--- src/rtl/mul_arbiter.sv ---
// mul_arbiter: round-robin time-share controller for one registered signed
// multiplier. Grants at most one requester per clock. Registers the granted
// operands toward the multiplier. Carries a {valid, id} tag alongside the
// multiplier latency, so each product returns to the requester that issued it.
module mul_arbiter #(
  parameter int N   = 4,
  parameter int W   = 18,
  parameter int LAT = 1
) (
  input  logic             clk,
  input  logic             rst_n,
  input  logic [N-1:0]     req,
  input  logic [N*W-1:0]   a_in,
  input  logic [N*W-1:0]   b_in,
  output logic [N-1:0]     gnt,
  output logic [W-1:0]     mul_a,
  output logic [W-1:0]     mul_b,
  input  logic [2*W-1:0]   mul_p,
  output logic [N-1:0]     res_valid,
  output logic [2*W-1:0]   res_p,
  output logic             busy
);

  localparam int PW = (N > 1) ? $clog2(N) : 1;

  logic [PW-1:0]  ptr_r;
  logic [PW-1:0]  gnt_id_s;
  logic           found_s;
  logic [N-1:0]   gnt_s;

  logic           iss_v_r;
  logic [PW-1:0]  iss_id_r;
  logic [LAT-1:0] tag_v_r;
  logic [PW-1:0]  tag_id_r [LAT];

  logic [W-1:0]   mul_a_r;
  logic [W-1:0]   mul_b_r;
  logic [N-1:0]   res_onehot_s;
  logic [N-1:0]   res_valid_r;
  logic [2*W-1:0] res_p_r;

  // Round-robin search: first requester at or after ptr, wrapping mod N.
  always_comb begin
    int sum;
    logic [PW-1:0] idx;
    sum      = 0;
    idx      = '0;
    found_s  = 1'b0;
    gnt_id_s = '0;
    for (int k = 0; k < N; k++) begin
      sum = int'(ptr_r) + k;
      if (sum >= N) begin
        sum = sum - N;
      end else begin
        sum = sum;
      end
      idx = PW'(sum);
      if (!found_s && req[idx]) begin
        found_s  = 1'b1;
        gnt_id_s = idx;
      end else begin
        gnt_id_s = gnt_id_s;
      end
    end
    gnt_s = '0;
    // Grant is held off while reset is asserted, so nothing can be captured.
    if (found_s && rst_n) begin
      gnt_s[gnt_id_s] = 1'b1;
    end else begin
      gnt_s = '0;
    end
  end

  // Pointer advances past the winner; it stays put on idle cycles.
  always_ff @(posedge clk or negedge rst_n) begin
    if (!rst_n) begin
      ptr_r <= '0;
    end else if (found_s) begin
      ptr_r <= (gnt_id_s == PW'(N - 1)) ? '0 : gnt_id_s + 1'b1;
    end else begin
      ptr_r <= ptr_r;
    end
  end

  // Issue register: capture the winner's operands and tag; hold operands when idle.
  always_ff @(posedge clk or negedge rst_n) begin
    if (!rst_n) begin
      mul_a_r  <= '0;
      mul_b_r  <= '0;
      iss_v_r  <= 1'b0;
      iss_id_r <= '0;
    end else if (found_s) begin
      mul_a_r  <= a_in[gnt_id_s*W +: W];
      mul_b_r  <= b_in[gnt_id_s*W +: W];
      iss_v_r  <= 1'b1;
      iss_id_r <= gnt_id_s;
    end else begin
      mul_a_r  <= mul_a_r;
      mul_b_r  <= mul_b_r;
      iss_v_r  <= 1'b0;
      iss_id_r <= iss_id_r;
    end
  end

  // Tag pipeline tracks the multiplier latency so the last stage lines up with mul_p.
  always_ff @(posedge clk or negedge rst_n) begin
    if (!rst_n) begin
      tag_v_r <= '0;
      for (int i = 0; i < LAT; i++) begin
        tag_id_r[i] <= '0;
      end
    end else begin
      tag_v_r[0]  <= iss_v_r;
      tag_id_r[0] <= iss_id_r;
      for (int i = 1; i < LAT; i++) begin
        tag_v_r[i]  <= tag_v_r[i-1];
        tag_id_r[i] <= tag_id_r[i-1];
      end
    end
  end

  // Decode the aligned tag into a one-hot return strobe.
  always_comb begin
    res_onehot_s = '0;
    if (tag_v_r[LAT-1]) begin
      res_onehot_s = {{(N-1){1'b0}}, 1'b1} << tag_id_r[LAT-1];
    end else begin
      res_onehot_s = '0;
    end
  end

  // Output register: product passes through every clock; strobe marks real results.
  always_ff @(posedge clk or negedge rst_n) begin
    if (!rst_n) begin
      res_valid_r <= '0;
      res_p_r     <= '0;
    end else begin
      res_valid_r <= res_onehot_s;
      res_p_r     <= mul_p;
    end
  end

  assign gnt       = gnt_s;
  assign mul_a     = mul_a_r;
  assign mul_b     = mul_b_r;
  assign res_valid = res_valid_r;
  assign res_p     = res_p_r;
  assign busy      = iss_v_r | (|tag_v_r);

endmodule
--- config.mk ---
export PLATFORM = sky130hd
export DESIGN_NAME = mul_arbiter
export DESIGN_NICKNAME = d
export VERILOG_FILES = /design/src/rtl/mul_arbiter.sv
export SDC_FILE = /design/constraint.sdc
export NUM_CORES = 1
export LEC_CHECK = 0
export CAP_MARGIN = 10
export CORE_MARGIN = 2
export CORE_UTILIZATION = 30
export CTS_BUF_LIST = sky130_fd_sc_hd__clkbuf_8
export DETAILED_ROUTE_END_ITERATION = 6
export PLACE_DENSITY = 0.76
export SETUP_SLACK_MARGIN = 0.5
export SLEW_MARGIN = 20
export SYNTH_ARGS = -nofsm -noshare
export SYNTH_HDL_FRONTEND = slang
export SYNTH_SLANG_ARGS = --single-unit
export TNS_END_PERCENT = 20
--- constraint.sdc ---
create_clock -name clk -period 6.27 [get_ports clk]
set_input_delay 1.254 -clock clk [delete_from_list [all_inputs] [get_ports clk]]
set_output_delay 1.254 -clock clk [all_outputs]
set_load 0.05 [all_outputs]
==> results by group <==
Run status
  • Status: finished clean

Power and ir drop
  • Leak pwr: 2.80 nW
  • Pwr dens: 409 mW/mm2
  • Peak VDD IR: 201 uV

Logic synthesis
  • Largest area contributor in the synthesized netlist: dfrtp_1
  • Number of distinct library cells after synthesis: 35
  • Post-synth EDFFs: 0
  • Post-synth top area share: 50.4%
  • Synth cell count leaders: dfrtp_1 (84), nand2_1 (67), nor2_1 (43), a311oi_2 (36), and2_1 (36)
  • YS warnings: 0
  • #FFs+latches synth: 84
  • Mapped Nets: 566
  • Top post-synthesis cells by area: dfrtp_1 (50%), a311oi_2 (13%), nand2_1 (6.0%)
  • Seq/Total Area, Yosys: 50.4%
  • Asr flop ratio synth: 100%
  • Ys flop type: dfrtp_1
  • Average footprint of a synthesized cell: 11.0 um2
  • Top-count cell post-synth: dfrtp_1
  • Synth Cell Area: 0.00417 mm2
  • Mapped Cells: 378

Cells and area
  • Layout cell share with drive strength beyond 1: 14.5%
  • Final instance area: 0.00710 mm2
  • Diodes inserted: 0
  • Final nets: 816
  • Fill count: 1,231
  • Core Util, Final: 51.8%
  • Area growth from synthesis to layout: 70.3%

Setup path
  • Crit path largest cell delay: 0.59 ns
  • Setup crit end: gnt[2]
  • Max stage delay cell, worst path: clkdlybuf4s50_1
  • Required time worst endpoint: 5.02 ns
  • Most frequent CP cell: buf_4
  • R2R depth: 7
  • Reg2Reg Capture Point: mul_a[6]
  • Arrival @ worst endpoint: 3.96 ns
  • WS Path Type: in -> out
  • Setup crit start kind: input pin
  • Critical path, cell by cell: clkdlybuf4s50_1 -> or2_1 -> buf_4 -> and4_1 -> or2_2 -> inv_2 -> ha_1 -> and3_1 -> buf_4
  • Reg2reg setup slack: 3.42 ns
  • CP Capture Type: output port
  • R2r startpoint: ptr_r[0]
  • Worst-path fanout max: 22
  • Critical path launch point: req[1]

CTS
  • Total CTS buffers: 9
  • Clock Latency Late Sink: 0.35 ns
  • CTS tree: done
  • Clk pin slew, worst setup/hold paths: 0.09 ns
  • Hold_buf cts: 0
  • Root Driver: clkbuf_8
  • PostCTS Resize Cnt: 0
  • Bufs on Longest Clock Path: 2
  • Htree depth: 3
  • Clk sink count: 84
  • Post-CTS Setup Repair Bufs: 0

Die
  • Placeable Area: 0.0137 mm2
  • Die X-Extent: 122 um
  • # IOs: 267
  • Chip Height: 122 um
  • Initial Util: 30.4%
  • Row count: 43
  • Full die area: 0.0149 mm2

Timing
  • Slew Limit Fails: 0
  • RSZ-0062 raised after global routing: no
  • Clock skew: 0.0100 ns
  • Final min period: 5.22 ns
  • Worst Setup Slack, final: 1.05 ns
  • Period utilisation layout: 83.2%
  • Final Hold Viols: 0
  • WHS: 0.374 ns
  • Setup TNS: 0 ns
  • Rel. slew slack: 39.0%
  • Finish-stage setup viols: 0
  • Achievable Freq: 192 MHz
  • Slew at the pin closest to its max-slew limit: 0.915 ns

Routing
  • Vias: 4,050
  • DRC Markers: 0
  • Avg WL per Cell: 17.6 um
  • Final antenna-violating net count: 0
  • 1st-iter DRT viols: 283
  • Total wire length: 14.3 mm
  • Initial DRT Pass Iterations: 4
  • Post-DR vias/cell: 4.98

Min path
  • Worst hold path class: reg -> reg
  • Start point of the worst hold path: iss_v_r

Global route
  • Initial antenna violation count: 0
  • Gr usage total: 18.7%
  • Number of global-route vias before repair: 4,165
  • Grt ovf: 0
  • Global-route wire length before repair: 21.3 mm
  • Largest net degree at the start of global routing: 74

Placement
  • Port Buffers: 266
  • Place WS: 0.988 ns
  • DP HPWL: 10.7 mm
  • Gpl congestion: 0.797
  • DP Area: 0.00692 mm2

Job
  • Max Cap Violations: 0
==> state kept, by name (all words and copies together), names as in the netlist <==
register and count:
mul_b 18, iss_v_r 1, tag_v_r 1, res_p 36
res_valid 4, iss_id_r 2, mul_a 18, ptr_r 2
tag_id_r 2
==> worst max-delay path, delay by kind of cell <==
family | cells | cell delay, ns
buffers and inverters | 4 | 1.22
adder cells (fa/ha/maj) | 1 | 0.20
AND/OR/NAND/NOR | 4 | 1.28
==> placed cells by master, fill, tap and decap left out, drive strengths merged <==
| master | n |
|---|---|
| inv | 8 |
| clkbuf | 10 |
| o21ai | 3 |
| and4 | 1 |
| o31a | 1 |
| nor4 | 1 |
| nor3b | 1 |
| clkinv | 2 |
| nand2b | 2 |
| a311oi | 36 |
| a221oi | 36 |
| a21o | 1 |
| mux2 | 1 |
| clkdlybuf4s50 | 261 |
| and2 | 36 |
| nor2 | 43 |
| and2b | 1 |
| nand2 | 76 |
| ha | 2 |
| clkinvlp | 2 |
| nand3 | 2 |
| or3 | 1 |
| and3 | 3 |
| dfrtp | 84 |
| or2 | 3 |
| o22ai | 1 |
| buf | 11 |
| a21oi | 2 |
| o31ai | 1 |
| nor2b | 1 |
==> cell families after synthesis <==
group                      count (synthesis)  share of synthesized area [%]
AOI/OAI and AO/OA                         81                           24.0
muxes                                      1                          0.270
adders and majority gates                  2                          0.600
buffers and inverters                     39                           5.40
and+or+nand+nor                          171                           19.3
DFF                                       84                           50.4
==> final cells by class <==
type	count	area, um2	area share (%)
clock buffer	10	138	1.94
clock inverter	6	46.3	0.652
inverter	6	22.5	0.317
multi-input combinational	255	1860	26.2
sequential	84	2100	29.6
tap	180	225	3.17
timing repair buffer	272	2710	38.1
==> power breakdown <==
part | switching [W] | total, W | internal (W) | leakage [nW]
clock network | 0.000208 | 0.000365 | 0.000158 | 0.0893
logic | 0.00110 | 0.00173 | 0.000635 | 1.74
registers | 0.000103 | 0.000806 | 0.000703 | 0.975
==> routing by layer <==
metal	global-route usage, %	wire (um)	vias to the layer above
met4	7.83	421	0
met5	0	0	-
met2	34.6	7540	194
met1	20.0	5230	1973
li1	-	-	1853
met3	4.82	1160	30
==> metrics by stage <==
stage	std cells	power, W
2_1_floorplan	378	0.00201
3_3_place_gp	797	0.00253
3_5_place_dp	797	0.00256
4_1_cts	813	0.00293
5_1_grt	813	0.00306
6_report	813	0.00291
==> how the worst min path moves through the flow <==
| stage | slack, ns | endpoint | cells past startpoint |
|---|---|---|---|
| floorplan | 0.35 | tag_v_r | 0 |
| global placement | 0.35 | tag_v_r | 0 |
| detailed placement | 0.36 | tag_v_r | 0 |
| CTS | 0.38 | tag_id_r[1] | 0 |
| global route | 0.39 | tag_id_r[1] | 0 |
| finish | 0.37 | tag_v_r | 0 |
Power figures use the tool's default switching activity.
==> RTL change 1, RTL diff (same settings) <==
Set the parameter `N` to 2 (it was 4).
--- a/src/rtl/mul_arbiter.sv
+++ b/src/rtl/mul_arbiter.sv
@@ -5,3 +5,3 @@
 module mul_arbiter #(
-  parameter int N   = 4,
+  parameter int N   = 2,
   parameter int W   = 18,
Ports: changed (5 resized); port bits go from 267 to 189. The function was not compared with the original's and may differ.
==> RTL change 1 against the unedited design <==
First-iteration DRC count fell by 66%; cell count is 28% lower; via count fell by 31%; critical endpoint is now gnt[0]; routed wire length is 35% lower; area after synthesis down 21%; design area fell by 24%; sequential cell count shrank 5; maximum frequency grew 19%; worst setup slack better by 0.82 ns.
Power is not compared: it rests on default switching activity, and its combinational part moved more than twofold at a synthesized area within 25%.
==> RTL change 1: results (changes against the unedited design) <==
route:
  drt-initial-drc-count: 97  # -66%
  wl_mm: 9.36  # -35%
  drtPass1Iterations: 4  # unchanged
  num_vias: 2789  # -31%
yosys:
  synth.area.top_cells: "dfrtp_1 (60%), mux2i_1 (11%), and3b_1 (9.5%), a31oi_1 (6.8%), o21ai_1 (5.8%)"
  synthMuxAreaShare_pct: 10.9  # +11 points
  syn_nets: 372  # -34%
  ys_seq_area_share_pct: 59.9  # +9.5 points
  synth_compound_gate_area_share_pct: 12.7  # -11 points
  synth.distinct_cells: 18  # -49%
  ys_warn_count: 0  # unchanged
  synthAdderAreaFrac_pct: 0  # -0.60 points
  netlist_instances: 260  # -31%
  synthTopCellsByCount: "dfrtp_1 (79), o21ai_1 (38), a31oi_1 (36), and3b_1 (36), mux2i_1 (36)"
run_status:
  status: "completed"
placement:
  dpl-instance-area_sq_um: 5200  # -25%
  io_buffer_count: 188  # -29%
  hpwl_mm: 6.59  # -38%
  routabilityCongestion: 0.710  # -11%
  place_inst: 568  # -29%
  dp_slack_ns: 1.92  # +0.935 ns
clock_network:
  cts_root_buf: "clkbuf_8"
  max-clock-path-buffers: 2  # unchanged
  path_clk_slew_ns: 0.08
  postCtsSetupRepairBufs: 0  # unchanged
  cts_made_buffers: 9  # unchanged
worst_setup_path:
  max_stage_delay_ns: 0.82  # +0.23 ns
  crit_arrival_ns: 3.14  # -0.82 ns
  critPathMaxFanout: 75  # +240%
  crit_family: "buffers and inverters"
global_routing:
  grt_max_degree: 76  # +2.7%
  grt_pass1_wl_mm: 14.4  # -32%
  gr-usage-all-layers_pct: 15.9  # -2.8 points
  antenna_found_initial: 0  # unchanged
layout:
  nFillCells: 983  # -20%
  largest_reg_flops: 36  # unchanged
  nets: 551  # -32%
  post_layout_nonfiller_instances: 584  # -28%
  drive_gt1_share_pct: 5.41  # -9.1 points
timing:
  clock_skew_ns: 0.00579  # -0.00422 ns
  slew_headroom_pct: 41.1  # +2.1 points
power:
  worst_ir_drop_vdd_mv: 0.0964
## RTL change 1: changes by cell type after synthesis, moves of 36 or more
cell,change
o21ai_1,+38
nand2_1,-65
nor2_1,-43
and3b_1,+36
a31oi_1,+36
mux2i_1,+36
a311oi_2,-36
## RTL change 1: final timing paths
path	cells past startpoint	slack (ns)	start	endpoint
max	5	1.88	req[0]	gnt[0]
min	0	0.38	iss_v_r$_DFF_PN0_	tag_v_r$_DFF_PN0_
max reg2reg	3	4.72	ptr_r$_DFFE_PN0P_	mul_b[15]$_DFFE_PN0P_
min reg2reg	0	0.38	iss_v_r$_DFF_PN0_	tag_v_r$_DFF_PN0_
max in group asynchronous	2	4.43	rst_n	mul_a[16]$_DFFE_PN0P_
min in group asynchronous	1	0.77	rst_n	mul_a[8]$_DFFE_PN0P_
## RTL change 1: power by group
group | internal [mW] | leakage, nW | switching (mW) | total (mW)
combinational | 0.187 | 1.34 | 0.271 | 0.458
clock | 0.226 | 0.115 | 0.193 | 0.419
sequential | 0.557 | 0.926 | 0.0244 | 0.582
total | 0.970 | 2.38 | 0.488 | 1.46
## RTL change 1: layout make-up
cell class | instances | area [sq um] | area share (%)
Inverter | 2 | 7.51 | 0.138
Timing Repair Buffer | 192 | 1900 | 35.1
Tap cell | 140 | 175 | 3.23
Multi-Input combinational cell | 155 | 1140 | 21.1
Clock buffer | 9 | 124 | 2.28
Sequential cell | 79 | 1980 | 36.4
Clock inverter | 7 | 95.1 | 1.75
## RTL change 1: routing by layer
layer | wire length [um] | global-route usage [%] | vias up | share of wire [%]
met5 | 0 | 0 | - | 0
met4 | 102 | 6.50 | 0 | 1.1
met3 | 492 | 3.23 | 9 | 5.3
met2 | 4980 | 28.1 | 92 | 53
met1 | 3780 | 18.7 | 1382 | 40
li1 | - | - | 1306 | -
==> RTL change 2, RTL diff (same flow settings) <==
Without the edit above. Take the reset off `res_p_r` and load it in a clocked block of its own.
--- a/src/rtl/mul_arbiter.sv
+++ b/src/rtl/mul_arbiter.sv
@@ -135,7 +135,9 @@
       res_valid_r <= '0;
-      res_p_r     <= '0;
     end else begin
       res_valid_r <= res_onehot_s;
-      res_p_r     <= mul_p;
     end
+  end
+
+  always_ff @(posedge clk) begin
+    res_p_r <= mul_p;
   end
Formal check against the unedited RTL: not equivalent (Yosys sat finds a counterexample within 4 cycles, from zero or initial values and one cycle with rst_n low).
==> RTL change 2 against the unedited design <==
Area after synthesis fell by 4.3%; sequential cell count unchanged; routed wire length decreased by 2.0%; clock power grew 3%; sequential share of layout area down 1.9 points; global-route usage up 0.96 points; non-clock buffer count is 1 higher; count of clock-buffer cells in the layout rose by 1; total power grew 0.40%; design area is 2.3% lower; core utilization up 1.0 points; worst setup slack improved by 0.16 ns; largest cell class unchanged.
==> RTL change 2: results (changes against the unedited design) <==
run_status:
  status: "completed"
route:
  viasPerCell: 4.90  # -1.6%
  num_vias: 3970  # -2.0%
  drcViolationCount: 0  # unchanged
  drtPass1Iterations: 4  # unchanged
  drt-initial-drc-count: 187  # -34%
  wl_mm: 14.1  # -2.0%
worst_setup_path:
  critical_path.endpoint: "gnt[2]"
  critPathMaxFanout: 24  # +9.1%
  crit_start: "req[3]"
  r2r_cells: 7  # unchanged
  crit_arrival_ns: 3.81  # -0.15 ns
  rrSetupSlack_ns: 3.36  # -0.06 ns
  r2r_end: "mul_a[4]$_DFFE_PN0P_"
  crit-reg2reg-launch: "ptr_r[0]$_DFFE_PN0P_"
clock_network:
  worstSkewPairLatency_ns: 0.35  # about the same
  path_clk_slew_ns: 0.10
  postCtsSetupRepairBufs: 0  # unchanged
  ctsHtreeMaxLevel: 3  # unchanged
  cts_made_buffers: 9  # unchanged
  cts_root_buf: "clkbuf_8"
  max-clock-path-buffers: 2  # unchanged
timing:
  slew_headroom_pct: 36.6  # -2.4 points
  setup_viol: 0  # unchanged
  hold_slack_ns: 0.377  # +0.00220 ns
  clock_skew_ns: 0.00917  # -0.000842 ns
global_routing:
  gr-usage-all-layers_pct: 19.6  # +0.96 points
  grt_pass1_vias: 4182  # +0.41%
  grt_pass1_wl_mm: 21.8  # +2.4%
  grt_max_degree: 74  # unchanged
  antenna_found_initial: 0  # unchanged
layout:
  nFillCells: 1184  # -3.8%
  drive_gt1_share_pct: 14.7  # +0.13 points
  nets: 817  # +0.12%
  n_antenna_cell: 0  # unchanged
placement:
  hpwl_mm: 10.5  # -1.4%
  place_inst: 794  # -0.38%
  io_buffer_count: 266  # unchanged
  routabilityCongestion: 0.794  # -0.33%
yosys:
  synth.area.top_cells: "dfrtp_1 (30%), dfxtp_1 (18%), a311oi_2 (14%), nand2_1 (6.3%), and2_1 (5.6%)"
  syn_nets: 566  # unchanged
  ys_async_sr_fraction_pct: 57.1  # -43 points
  ys_warn_count: 0  # unchanged
  ys_seq_area_share_pct: 48.2  # -2.2 points
  synth.distinct_cells: 36  # +2.9%
  synth-main-ff-cell: "dfrtp_1"
  synthTopCellsByCount: "nand2_1 (67), dfrtp_1 (48), nor2_1 (43)"
power:
  p_leak_nw: 2.70  # -3.6%
  sw_frac_of_total_pct: 48.2  # -0.29 points
  worst_ir_drop_vdd_mv: 0.228  # +13%
hold_path:
  hold_end: "tag_v_r$_DFF_PN0_"
  hold_path_depth: 0  # unchanged
[RTL change 2: logic make-up (layout without fill, tap and decap cells)]
family	count (synthesis)	in the layout	synth area share (%)
and+or+nand+nor	171	171	20.2
DFF	84	84	48.2
AOI/OAI and AO/OA	81	81	25.1
buffers and inverters	39	295	5.65
adders and majority gates	2	2	0.627
muxes	1	1	0.282
[RTL change 2: power groups by stage]
stage | clock network (mW) | logic (mW) | registers [mW]
floorplan | 0 | 0.712 | 1.29
global placement | 0 | 1.74 | 0.798
detailed placement | 0 | 1.76 | 0.808
CTS | 0.392 | 1.76 | 0.797
global route | 0.418 | 1.84 | 0.816
finish | 0.377 | 1.74 | 0.796
[RTL change 2: worst reg2reg max path, cell delays in order (launching register included)]
cell,delay (ns)
dfrtp_1,0.44
nor2b_2,0.27
nor4_2,0.08
or2_2,0.54
inv_2,0.17
buf_4,0.66
a221oi_1,0.34
a311oi_2,0.31
[RTL change 2: area by class of cell]
cell class              instances  area share [%]
inverters                       6           0.325
flip-flops and latches         84            27.7
clock buffers                  11            2.18
repair buffers                273            39.3
well taps                     176            3.18
multi-input cells             255            26.7
clock inverters                 5           0.613
[RTL change 2: routing by layer]
layer	vias to the layer above	share of wire (%)	track usage [%]
met5	-	0	0
met4	0	3.5	9.49
met3	36	6.8	4.12
met2	184	51	35.2
met1	1894	39	22.1
li1	1856	-	-
[RTL change 2: stage by stage]
step / area (sq um) / power, mW / setup WS (ns)
6_report: 6940 / 2.92 / 1.21
5_1_grt: 6940 / 3.07 / 1.01
4_1_cts: 6940 / 2.95 / 1.20
3_5_place_dp: 6740 / 2.57 / 1.20
3_3_place_gp: 6740 / 2.54 / 1.24
2_1_floorplan: 3990 / 2.00 / 2.09
